--- config.mk ---
export PLATFORM = sky130hd
export DESIGN_NAME = hier_step_sequencer
export DESIGN_NICKNAME = d
export VERILOG_FILES = /design/src/rtl/hier_step_sequencer.sv
export SDC_FILE = /design/constraint.sdc
export NUM_CORES = 1
export LEC_CHECK = 0
export ABC_AREA = 0
export BUFFER_PORTS_ARGS = -buffer_cell sky130_fd_sc_hd__clkbuf_2
export CAP_MARGIN = 10
export CORE_UTILIZATION = 48
export CTS_BUF_LIST = sky130_fd_sc_hd__clkbuf_8
export DETAILED_ROUTE_END_ITERATION = 10
export GPL_TIMING_DRIVEN = 0
export HOLD_SLACK_MARGIN = 0.03
export PLACE_DENSITY_LB_ADDON = 0.3
export SLEW_MARGIN = 20
export SYNTH_ARGS = -nofsm -noshare
export SYNTH_HDL_FRONTEND = slang
export SYNTH_SLANG_ARGS = --single-unit
--- constraint.sdc ---
create_clock -name clk -period 1.6 [get_ports clk]
set_input_delay 0.4 -clock clk [delete_from_list [all_inputs] [get_ports clk]]
set_output_delay 0.4 -clock clk [all_outputs]
set_load 0.01 [all_outputs]
--- src/rtl/hier_step_sequencer.sv ---
// Multi-channel step sequencer: walks cnt over SIZE steps and sets one
// sticky flag per (channel, lane) at a per-channel rotated step.
module hier_step_sequencer #(
    parameter int SIZE     = 8,
    parameter int CHANNELS = 2,
    parameter int MODE     = 0,
    parameter int SWEEP_W  = 8,
    localparam int CW      = $clog2(SIZE + 1),
    localparam int N       = CHANNELS * SIZE
) (
    input  logic               clk,
    input  logic               rst,
    input  logic               start,
    input  logic               pause,
    output logic [CW-1:0]      cnt,
    output logic [N-1:0]       vld_for,
    output logic               busy,
    output logic               done,
    output logic [SWEEP_W-1:0] sweeps
);

    typedef enum logic [1:0] {
        S_IDLE,
        S_RUN,
        S_DONE
    } state_t;

    state_t             state_q, state_d;
    logic [CW-1:0]      cnt_q, cnt_d;
    logic [N-1:0]       vld_q, vld_d;
    logic [SWEEP_W-1:0] sweeps_q, sweeps_d;
    logic [N-1:0]       hit;
    state_t             fin_state;
    logic               wrap_en;

    if (SIZE < 1 || CHANNELS < 1 || (MODE != 0 && MODE != 1)) begin : g_param_err
        $error("hier_step_sequencer: illegal SIZE/CHANNELS/MODE");
    end

    if (MODE == 0) begin : g_oneshot
        assign fin_state = S_DONE;
        assign wrap_en   = 1'b0;
    end else begin : g_rolling
        assign fin_state = S_RUN;
        assign wrap_en   = 1'b1;
    end

    // Lanes whose rotated step equals the current count
    always_comb begin
        hit = '0;
        for (int c = 0; c < CHANNELS; c++) begin
            for (int i = 0; i < SIZE; i++) begin
                if (((i + c) % SIZE) == int'(cnt_q)) begin
                    hit[c*SIZE+i] = 1'b1;
                end
            end
        end
    end

    always_comb begin
        state_d  = state_q;
        cnt_d    = cnt_q;
        vld_d    = vld_q;
        sweeps_d = sweeps_q;
        unique case (state_q)
            S_IDLE: begin
                cnt_d = '0;
                vld_d = '0;
                if (start) begin
                    state_d = S_RUN;
                end
            end
            S_RUN: begin
                if (!pause) begin
                    if (cnt_q != CW'(SIZE)) begin
                        vld_d = vld_q | hit;
                        cnt_d = cnt_q + CW'(1);
                        if (cnt_q == CW'(SIZE - 1)) begin
                            sweeps_d = sweeps_q + SWEEP_W'(1);
                            state_d  = fin_state;
                        end
                    end else if (wrap_en) begin
                        cnt_d = '0;
                        vld_d = '0;
                    end
                end
            end
            S_DONE: begin
                if (start) begin
                    state_d = S_IDLE;
                    cnt_d   = '0;
                    vld_d   = '0;
                end
            end
            default: begin
                state_d = S_IDLE;
                cnt_d   = '0;
                vld_d   = '0;
            end
        endcase
    end

    always_ff @(posedge clk) begin
        if (rst) begin
            state_q  <= S_IDLE;
            cnt_q    <= '0;
            vld_q    <= '0;
            sweeps_q <= '0;
        end else begin
            state_q  <= state_d;
            cnt_q    <= cnt_d;
            vld_q    <= vld_d;
            sweeps_q <= sweeps_d;
        end
    end

    assign cnt     = cnt_q;
    assign vld_for = vld_q;
    assign sweeps  = sweeps_q;
    assign busy    = (state_q != S_IDLE);
    assign done    = (state_q != S_IDLE) && (cnt_q == CW'(SIZE));

endmodule
==> reports/results.ini <==
[floorplan]
initial_utilization_pct=50.66
die_area_um2=2798
num_rows=18
die_w_um=52.90
die_h_um=52.90
boundaryPins=34
core-area_um2=2455

[final_layout]
multi_input_area_um2=656.9
area_growth_pct=34.41
fill_cells=196
final-seq-area_um2=611.8
antenna_cells=0
final_nets=189
drive_gt1_share_pct=40.88

[synthesis]
ys_ff_latch=30
synthCells=133
postSynth.asyncResetShare_pct=0
syn_nets=142
yosys_warnings=0
ys_types=34
synth-edff-count=0
syn_area_um2=1244
syn_area_per_cell_um2=9.351
synth_ff_type=dfxtp_1
ys_seq_area_share_pct=48.29

[clocking]
clk_latency_ns=0.28
clock-sinks=30
cts_tree=done
clkTransAtPathRegs_ns=0.06
numCtsBuffers=5
cts_root_buf=clkbuf_8
clockBufferDepth=2
postCtsHoldBufs=0
h-tree-depth=2

[pwr]
leakagePower_nw=0.7112
power_w=0.001462
power_density_nw_per_um2=874.4
peakVddDrop_uv=845.8

[worst_setup_path]
worst-path-max-fanout=3
startpoint_type=register
endpoint_kind=output port
crit_required_ns=1.20
crit_type=reg2out
critical_path_arrival_ns=1.21

[sta]
post-route-period-util_pct=100.7
layout_setup_ws_ns=-0.01123
slew_viol_final=0
setup_violations=1
skew_ns=0.005808
max-slew-margin-rel_pct=63.29
hold_violations=0
worstMarginPinSlew_ns=0.5495
period_needed_ns=1.611
fmax_mhz=620.6
rsz0062_at_grt=true

[flow_run]
drv_cap=0

[route]
routedWlPerCell_um=13.61
vias=1137
final_antenna_net_count=0
drtIter0Drc=20
firstDrtPassIters=4
finalWirelength_um=2871
drcViolationCount=0
viasPerCell=5.389

[placed_design]
gp_congestion=0.7735
dpl.hpwl_um=1837
port_buffers=33
pre_cts_ws_ns=-0.1413

[global_route]
grt_max_degree=11
antenna_found_initial=0
grt_pass1_vias=967
grt_first_pass_wirelength_um=4505
grt_usage_pct=23.05
grt_overflow_total=0

[min_path]
hold_path_class=in2reg

[run_status]
status=complete, but fails checks
violations=negative setup slack

==> state kept, by name (all words and copies together) (netlist names) <==
name and cells:
cnt 4, state_q 2, sweeps 8, vld_for 16
==> power breakdown <==
part           total [W]  internal (W)  switching, W
Clock           0.000624      0.000345      0.000279
Sequential      0.000759      0.000752    0.00000719
Combinational  0.0000789     0.0000330     0.0000459
Total            0.00146       0.00113      0.000332
==> cell type report <==
type                       instances  area share [%]
multi-input combinational         96           39.30
sequential                        30           36.60
timing repair buffer              42           13.92
clock buffer                       6           4.940
tap                               30           2.246
buffer                             3           1.497
clock inverter                     2          0.7485
inverter                           2          0.7485
==> metrics by stage <==
step / instance area [µm²] / util (%) / cells / hold WS, ns / setup TNS [ns]
6_report: 1672 / 68.09 / 211 / 0.3229 / -0.01123
5_1_grt: 1672 / 68.09 / 211 / 0.3270 / -0.06190
4_1_cts: 1634 / 66.56 / 211 / 0.3205 / -0.01521
3_5_place_dp: 1464 / 59.63 / 196 / 0.4572 / -1.508
3_3_place_gp: 1464 / 59.63 / 196 / 0.4476 / -1.171
2_1_floorplan: 1261 / - / 133 / 0.4657 / 0
==> critical path, cell delays in order, from the launching register on <==
cell	delay (ns)
dfxtp_4	0.37
inv_4	0.07
ha_4	0.14
nand3b_1	0.10
nor2b_1	0.12
buf_2	0.13
==> layer usage <==
| metal | global-route usage [%] | part of all wire [%] | vias to the layer above |
|---|---|---|---|
| li1 | - | - | 559 |
| met1 | 29.95 | 44 | 539 |
| met2 | 35.23 | 49 | 33 |
| met3 | 7.184 | 6.0 | 6 |
| met4 | 9.211 | 1.5 | 0 |
| met5 | 0 | 0 | - |
==> layout by cell type, fill, tap and decap left out, types with 6 or more instances in the layout <==
cell type   n
dfxtp_1    25
clkbuf_2   32
a21oi_1    18
xor2_1      7
nand2_1     6
nor2_1     25
buf_4       9
clkbuf_8    6
==> cell families (layout without fill, tap and decap cells) <==
logic type | count (synthesis) | count (layout) | synth area share (%)
simple gates | 56 | 56 | 25.45
compound gates | 28 | 28 | 12.88
xor+xnor | 7 | 7 | 4.930
flops | 30 | 30 | 48.29
fa+ha+maj | 5 | 5 | 5.030
buf+inv | 7 | 55 | 3.420
==> final timing paths <==
check                          startpoint                       to  slack [ns]  depth (start not counted)
hold / removal                        rst   sweeps[7]$_SDFFE_PP0P_        0.32                          2
setup / recovery      cnt[1]$_SDFFE_PP0P_                     done       -0.01                          5
hold reg to reg   state_q[1]$_SDFFE_PP0P_  state_q[0]$_SDFFE_PP0P_        0.46                          1
setup reg to reg      cnt[1]$_SDFFE_PP0P_   sweeps[7]$_SDFFE_PP0P_        0.05                          5
==> repair_timing <==
action                     CTS  global route
gates cloned                 0             0
pin swaps                    2             3
setup endpoints to repair    7            23
setup buffers                7             2
resized for setup            9             9
==> cells in the mapped netlist, drive strengths merged, types with 2 or more instances <==
master  count  share of area [%]
buf         4                2.1
inv         2               0.60
o31ai       2                1.2
and2        2                1.0
nand3       3                1.2
or4         2                1.2
dfxtp      30                 48
nor4b       2                1.9
ha          5                5.0
nor2       25                7.5
nand3b      2                1.2
nand4       3                1.5
xor2        7                4.9
a21oi      21                8.5
nand2       7                2.7
No activity file was read; power rests on OpenSTA's default activity.
